`src/rtl/fb_line_prefetch_arbiter.sv`:
```
// Single-port framebuffer RAM arbiter: capture writes share the port with a beam-scheduled
// line prefetcher that copies the next source line into a ping-pong line buffer.
module fb_line_prefetch_arbiter #(
  parameter int unsigned DATA_W     = 16,
  parameter int unsigned ADDR_W     = 15,
  parameter int unsigned SRC_W      = 32,
  parameter int unsigned SRC_H      = 342,
  parameter int          V_OFF      = 69,
  parameter int          PREFETCH_X = -150,
  parameter int unsigned FB_BASE    = 0
) (
  input  logic                   i_pix_clk,
  input  logic                   i_rst,
  input  logic signed [15:0]     i_sx,
  input  logic signed [15:0]     i_sy,
  input  logic                   i_frame,
  input  logic                   i_wr_req,
  input  logic [ADDR_W-1:0]      i_wr_addr,
  input  logic [DATA_W-1:0]      i_wr_data,
  output logic                   o_wr_ack,
  output logic                   o_ram_en,
  output logic                   o_ram_we,
  output logic [ADDR_W-1:0]      o_ram_addr,
  output logic [DATA_W-1:0]      o_ram_wdata,
  input  logic [DATA_W-1:0]      i_ram_rdata,
  output logic                   o_lb_we,
  output logic [$clog2(SRC_W):0] o_lb_addr,
  output logic [DATA_W-1:0]      o_lb_data,
  output logic                   o_disp_bank,
  output logic                   o_disp_valid,
  output logic                   o_underrun
);

  localparam int unsigned WW = $clog2(SRC_W);
  localparam logic signed [16:0] LINE_LO    = 17'(V_OFF);
  localparam logic signed [16:0] LINE_HI    = 17'(V_OFF + int'(SRC_H));
  localparam logic signed [15:0] TRIG_X     = 16'(PREFETCH_X);
  localparam logic signed [15:0] SX_PRE_ACT = -16'sd1;
  localparam logic signed [15:0] SX_ACT     = 16'sd0;
  localparam logic [ADDR_W-1:0]  BASE       = ADDR_W'(FB_BASE);
  localparam logic [ADDR_W-1:0]  LINE_STEP  = ADDR_W'(SRC_W);
  localparam logic [WW-1:0]      LAST_WORD  = WW'(SRC_W - 1);

  typedef enum logic [1:0] {S_IDLE, S_FETCH, S_DRAIN} state_e;

  state_e              state_q, state_d;
  logic [WW-1:0]       word_q, word_d;
  logic                fill_bank_q, fill_bank_d;
  logic                ready_bank_q, ready_bank_d;
  logic [ADDR_W-1:0]   line_addr_q, line_addr_d;
  logic                last_rd_q, last_rd_d;
  logic                underrun_q, underrun_d;
  logic                disp_bank_q, disp_bank_d;
  logic                disp_valid_q, disp_valid_d;
  logic                wr_ack_q, wr_ack_d;
  logic                ram_en_q, ram_en_d;
  logic                ram_we_q, ram_we_d;
  logic [ADDR_W-1:0]   ram_addr_q, ram_addr_d;
  logic [DATA_W-1:0]   ram_wdata_q, ram_wdata_d;
  logic [WW:0]         rd_tag_q, rd_tag_d;
  logic                lb_we_q, lb_we_d;
  logic [WW:0]         lb_addr_q, lb_addr_d;

  logic signed [16:0]  sy_ext, tgt;
  logic                tgt_ok, cur_ok, trig;
  logic                wr_grant, rd_grant;

  assign sy_ext = 17'(i_sy);
  assign tgt    = sy_ext + 17'sd1;
  assign tgt_ok = (tgt >= LINE_LO) && (tgt < LINE_HI);
  assign cur_ok = (sy_ext >= LINE_LO) && (sy_ext < LINE_HI);
  assign trig   = (i_sx == TRIG_X) && tgt_ok;

  always_comb begin
    state_d      = state_q;
    word_d       = word_q;
    fill_bank_d  = fill_bank_q;
    ready_bank_d = ready_bank_q;
    line_addr_d  = line_addr_q;
    last_rd_d    = last_rd_q;
    underrun_d   = underrun_q;
    disp_bank_d  = disp_bank_q;
    disp_valid_d = disp_valid_q;
    wr_ack_d     = 1'b0;
    ram_en_d     = 1'b0;
    ram_we_d     = 1'b0;
    ram_addr_d   = ram_addr_q;
    ram_wdata_d  = ram_wdata_q;
    rd_tag_d     = rd_tag_q;
    lb_we_d      = ram_en_q && !ram_we_q;
    lb_addr_d    = rd_tag_q;
    wr_grant     = 1'b0;
    rd_grant     = 1'b0;

    unique case (state_q)
      S_IDLE: begin
        wr_grant = i_wr_req;
        if (trig) begin
          state_d = S_FETCH;
          word_d  = '0;
        end
      end
      S_FETCH: begin
        if (i_wr_req && last_rd_q) wr_grant = 1'b1;
        else                       rd_grant = 1'b1;
        if (trig) underrun_d = 1'b1;
        if (rd_grant) begin
          word_d = word_q + WW'(1);
          if (word_q == LAST_WORD) state_d = S_DRAIN;
        end
      end
      S_DRAIN: begin
        wr_grant = i_wr_req;
        if (trig) underrun_d = 1'b1;
        // Finished bank is staged here and only shown at the next pre-active-video tick,
        // so the line currently on screen keeps its bank until its own active video ends.
        ready_bank_d = fill_bank_q;
        fill_bank_d  = ~fill_bank_q;
        line_addr_d  = line_addr_q + LINE_STEP;
        state_d      = S_IDLE;
      end
      default: state_d = S_IDLE;
    endcase

    if (wr_grant) begin
      ram_en_d    = 1'b1;
      ram_we_d    = 1'b1;
      wr_ack_d    = 1'b1;
      ram_addr_d  = i_wr_addr;
      ram_wdata_d = i_wr_data;
      last_rd_d   = 1'b0;
    end else if (rd_grant) begin
      ram_en_d   = 1'b1;
      ram_addr_d = line_addr_q + ADDR_W'(word_q);
      rd_tag_d   = {fill_bank_q, word_q};
      last_rd_d  = 1'b1;
    end

    if (i_sx == SX_ACT && tgt_ok && state_q != S_IDLE) underrun_d = 1'b1;

    if (i_sx == SX_PRE_ACT) begin
      disp_valid_d = cur_ok;
      disp_bank_d  = ready_bank_q;
    end

    if (i_frame) begin
      line_addr_d = BASE;
      underrun_d  = 1'b0;
    end
  end

  always_ff @(posedge i_pix_clk) begin
    if (i_rst) begin
      state_q      <= S_IDLE;
      word_q       <= '0;
      fill_bank_q  <= 1'b0;
      ready_bank_q <= 1'b0;
      line_addr_q  <= BASE;
      last_rd_q    <= 1'b0;
      underrun_q   <= 1'b0;
      disp_bank_q  <= 1'b0;
      disp_valid_q <= 1'b0;
      wr_ack_q     <= 1'b0;
      ram_en_q     <= 1'b0;
      ram_we_q     <= 1'b0;
      ram_addr_q   <= '0;
      ram_wdata_q  <= '0;
      rd_tag_q     <= '0;
      lb_we_q      <= 1'b0;
      lb_addr_q    <= '0;
    end else begin
      state_q      <= state_d;
      word_q       <= word_d;
      fill_bank_q  <= fill_bank_d;
      ready_bank_q <= ready_bank_d;
      line_addr_q  <= line_addr_d;
      last_rd_q    <= last_rd_d;
      underrun_q   <= underrun_d;
      disp_bank_q  <= disp_bank_d;
      disp_valid_q <= disp_valid_d;
      wr_ack_q     <= wr_ack_d;
      ram_en_q     <= ram_en_d;
      ram_we_q     <= ram_we_d;
      ram_addr_q   <= ram_addr_d;
      ram_wdata_q  <= ram_wdata_d;
      rd_tag_q     <= rd_tag_d;
      lb_we_q      <= lb_we_d;
      lb_addr_q    <= lb_addr_d;
    end
  end

  assign o_wr_ack     = wr_ack_q;
  assign o_ram_en     = ram_en_q;
  assign o_ram_we     = ram_we_q;
  assign o_ram_addr   = ram_addr_q;
  assign o_ram_wdata  = ram_wdata_q;
  assign o_lb_we      = lb_we_q;
  assign o_lb_addr    = lb_addr_q;
  assign o_lb_data    = lb_we_q ? i_ram_rdata : '0;
  assign o_disp_bank  = disp_bank_q;
  assign o_disp_valid = disp_valid_q;
  assign o_underrun   = underrun_q;

endmodule

```
`config.mk`:
```
export PLATFORM = sky130hd
export DESIGN_NAME = fb_line_prefetch_arbiter
export DESIGN_NICKNAME = d
export VERILOG_FILES = /design/src/rtl/fb_line_prefetch_arbiter.sv
export SDC_FILE = /design/constraint.sdc
export NUM_CORES = 1
export LEC_CHECK = 0
export ABC_AREA = 1
export BUFFER_PORTS_ARGS = -buffer_cell sky130_fd_sc_hd__buf_2
export CAP_MARGIN = 30
export CORE_MARGIN = 2
export CORE_UTILIZATION = 53
export CTS_BUF_LIST = sky130_fd_sc_hd__clkbuf_16
export CTS_CLUSTER_SIZE = 8
export DETAILED_ROUTE_END_ITERATION = 16
export HOLD_SLACK_MARGIN = 0.06
export PLACE_DENSITY = 0.88
export SLEW_MARGIN = 15
export SYNTH_ARGS = -nofsm -noshare
export SYNTH_HDL_FRONTEND = slang
export SYNTH_SLANG_ARGS = --single-unit
```
`constraint.sdc`:
```
create_clock -name i_pix_clk -period 4.7 [get_ports i_pix_clk]
set_clock_uncertainty 0.05 [all_clocks]
set_input_delay 1.41 -clock i_pix_clk [delete_from_list [all_inputs] [get_ports i_pix_clk]]
set_output_delay 1.41 -clock i_pix_clk [all_outputs]
set_load 0.05 [all_outputs]
```
======== Yosys cells after proc, flatten, opt, wreduce, memory -nomap -nowiden ========
Cells that the tools add are included.
Widths: inputs -> output; s select.
word-level totals
  register bits ........................... 74
  logic and storage cells ................. 78
operators by class
  $add $sub $neg .......................... 4
  $lt $le $gt $ge ......................... 4
  bitwise gates (word level) .............. 2
  reduce and logical (&&, ||, !) cells .... 23
  equal/unequal tests ..................... 8
  multiplexer cells ....................... 21
operators by type and width
  kind                   number
  $mux 15                2
  $add 16x2->17 const B  1
  $ge 17x8->1 const B    1
  $lt 17x10->1 const B   1
  $eq 16x1->1 const B    1
  $eq 16x9->1 const B    1
  $ge 16x8->1 const B    1
  $logic_not 16->1       1
  $lt 16x10->1 const B   1
  $mux 16                1
  $add 15x5->15          1
  $add 15x6->15 const B  1
  $mux 1                 10
  $mux 5                 2
  $pmux 5 s2             1
  $reduce_bool 2->1      5
  $reduce_or 2->1        4
  $logic_and 1x1->1      7
  $mux 2                 3
  $ne 2x2->1 const B     3
  $reduce_and 3->1       2
  $add 5x1->5 const B    1
  $eq 5x5->1 const B     1
  $pmux 2 s2             1
  other kinds (7)        9

======== Longest topological paths before layout ========
  word-level depth ........................ 7
  gate-level depth with buffers ........... 16
  depth with buffers taken out ............ 16

======== Worst setup path after synthesis ========
OpenSTA, ideal clock, no wires.
  kind .................................... input -> output
  from .................................... in i_ram_rdata[10]
  to ...................................... out o_lb_data[10]
  arrival time ............................ 1.767 ns
  stages on the path ...................... 2
  path slack .............................. 1.473 ns
  data required time ...................... 3.240 ns
  path through ............................ nand2_1 inv_1
between the ends
  cells in the longest elaborated chain, start to end .. 1
RTL lines
  what         RTL line  RTL
  from (decl)  25        input logic [DATA_W-1:0] i_ram_rdata,
  $mux 16      199       assign o_lb_data = lb_we_q ? i_ram_rdata : '0;
  to (decl)    28        output logic [DATA_W-1:0] o_lb_data,
Every way passes these cells.

======== Final worst setup path ========
  from .................................... in i_ram_rdata[8]
  to ...................................... out o_lb_data[8]
Same word-level chain as after synthesis.

==> results by group <==
Yosys
  – Netlist Area Pre-Place: 0.00367 sq mm
  – Syn Area/Cell: 6.38 sq um
  – Ys async rst share: 0
  – Synthesized Nets: 670
  – Seq/Total Area, Yosys: 0.376
  – Top post-synthesis cells by area: dfxtp_1 38%, nand2_1 20%, inv_1 8.4%
  – Synth top area share: 0.376
  – Ys flop type: dfxtp_1
  – Synth cell types: 31
  – Cell count after synthesis: 576
  – Yosys reg bits: 69
  – Post-synth top area cell: dfxtp_1
  – Post-synth EDFFs: 0
  – Syn. warnings: 0

Power
  – Max IR drop VDD: 0.193 mV
  – Comb pwr share: 0.381
  – Clk pwr share: 0.289
  – Power Density: 472 mW/mm^2
  – NetSw: 0.000924 W
  – Seq pwr share: 0.330
  – Switching part of the total: 0.415
  – Leakage power: 2.55 nW
  – P_int: 0.00130 W

Layout
  – Synthesis-to-finish area growth: 28.5%
  – Fraction of layout cells with a size suffix above 1: 0.242
  – Final Core Density: 0.699
  – Most common cell after layout, fill and taps aside: nand2_1
  – Final Cell Area: 0.00472 sq mm
  – # diodes: 0
  – Fillers: 570
  – Commonest non-fill, non-tap cells in the layout: 191 x nand2_1, 142 x buf_2, 82 x inv_1
  – Layout Nets: 809
  – Finished Layout Cells: 799

Timing
  – Unrepaired setup endpoints after global routing: no
  – Worst-margin pin slew: 0.529 ns
  – TNS Setup: 0 ns
  – FMAX: 0.297 GHz
  – Worst rel slew slack: 0.647
  – Tmin final: 3.37 ns
  – Hold Violations, Final: 0
  – Max-slew violations: 0
  – Final Cycle Share: 0.716
  – # setup viols final: 0

CTS
  – Total CTS buffers: 9
  – Clk slew on worst S/H paths: 0.06 ns
  – PostCTS Resize Cnt: 0
  – Clock tree from TritonCTS: done
  – Post-CTS setup repair buffer count: 0
  – Root buf cell: clkbuf_16
  – Clock Sinks: 69
  – Worst-skew pair later-pin latency: 0.32 ns
  – Hold_buf cts: 0
  – H-tree depth: 3
  – Clock Tree Buf Depth: 2

Floorplan
  – Row count: 30
  – Die height: 87.2 um
  – Top Ports: 143
  – Die width: 87.2 um
  – Initial core utilization: 0.544
  – Die ar.: 0.00761 sq mm
  – CORE AREA: 0.00676 sq mm

Worst setup path
  – CP endpoint kind: primary output
  – Buffers & Inverters on Critical Path: 3
  – Crit Path Category: primary input to primary output
  – Top delay family on crit path: buffers and inverters
  – Crit path DAT: 1.91 ns
  – CP dominant cell by count: buf_2
  – CP max stage cell: buf_2
  – Crit path required time: 3.24 ns
  – Crit Path Max Fanout: 1
  – Largest stage delay on the critical path: 0.25 ns
  – Critical path, cell by cell: buf_2 > nand2_1 > inv_1 > buf_2
  – CP startpoint kind: primary input

Global route
  – First-pass GRT wire length: 15100 um
  – Vias in the first global route: 3691
  – Initial antenna violation count: 0
  – Pin count of the biggest net entering global routing: 35
  – Overflow after GRT: 0
  – Overall Global Routing Usage: 0.250

Detailed routing
  – WL final: 9530 um
  – DR iter-0 viols: 139
  – DRC Markers: 0
  – Drt pass-1 iters: 4
  – Vias after detailed routing: 4043
  – ANT nets after route: 0
  – DR WL/cell: 11.9 um
  – Vias per inst: 5.06

Job
  – MaxCap Viol Count: 0

Worst hold path
  – Hold Path Class: flip-flop to flip-flop

Place
  – Placed cells: 781
  – Cell area after placement: 0.00440 sq mm
  – Post-DP HPWL: 7170 um
  – Buffers added on ports: 142
  – RePlAce Congestion: 0.873

Status
  – Status: finished, final reports clean
-- cell usage after synthesis, types with 2 or more instances --
library cell	number
a21oi_1	20
a31oi_1	9
buf_2	3
buf_4	2
clkbuf_1	10
dfxtp_1	69
ha_1	11
inv_1	82
inv_2	2
nand2_1	191
nand2_2	4
nand3_1	53
nand4_1	14
nor2_1	53
nor2_2	5
nor2_4	2
nor3_1	14
nor4_1	5
o21ai_0	15
-- logic make-up (layout without fill, tap and decap cells) --
kind of cell,Yosys count,after routing,share of synthesized area
adder cells (fa/ha/maj),11,11,0.0375
flip-flops,69,69,0.376
AO/OA/AOI/OAI,48,48,0.0712
buffers and inverters,102,245,0.109
AND/OR/NAND/NOR,344,344,0.401
XOR/XNOR,2,2,0.00477
-- power groups by stage --
stage	clock [W]	combinational, W	sequential, W
CTS	0.000658	0.000835	0.000735
global route	0.000683	0.000941	0.000744
global placement	0	0.000810	0.000745
floorplan	0	0.000458	0.000932
detailed placement	0	0.000829	0.000746
finish	0.000643	0.000848	0.000735
-- through the flow --
step | total power, W | setup slack (ns) | hold slack, ns
after floorplan | 0.00139 | 1.47 | 0.350
after global placement | 0.00156 | 1.25 | 0.361
after detailed placement | 0.00158 | 1.15 | 0.358
after CTS | 0.00223 | 1.32 | 0.373
after global routing | 0.00237 | 1.20 | 0.395
final | 0.00223 | 1.33 | 0.372
-- worst paths after layout --
path,from,to,slack [ns],cells after the start
max,i_ram_rdata[8],o_lb_data[8],1.33,4
min,lb_addr_d[1],o_lb_addr[1],0.37,2
max reg2reg,state_q[0],lb_addr_d[0],1.75,11
min reg2reg,lb_addr_d[1],o_lb_addr[1],0.37,2
-- tightest hold or removal path, delay by kind of cell, from the launching register on --
| kind | cells | cell delay [ns] |
|---|---|---|
| flip-flops | 1 | 0.29 |
| AND/OR/NAND/NOR | 1 | 0.04 |
| buffers and inverters | 1 | 0.04 |
-- routing by layer --
layer	routed length, um	track usage
met5	0	0
met2	4830	0.473
met4	154	0.103
met3	667	0.0521
met1	3880	0.264
-- registers in the layout (all words and copies together) (netlist names), 2 cells and up --
| name | flops |
|---|---|
| o_ram_wdata | 16 |
| o_ram_addr | 15 |
| line_addr_q | 10 |
| lb_addr_d | 6 |
| o_lb_addr | 6 |
| word_q | 5 |
| state_q | 2 |
-- layout make-up --
cell class | count | area [sq um] | share of cell area
Inverter | 85 | 319 | 0.0676
Multi-Input combinational cell | 405 | 1890 | 0.400
Timing Repair Buffer | 145 | 741 | 0.157
Tap cell | 80 | 100 | 0.0212
Sequential cell | 69 | 1380 | 0.293
Clock buffer | 9 | 225 | 0.0477
Clock inverter | 6 | 63.8 | 0.0135
(Power assumes the default switching activity.)
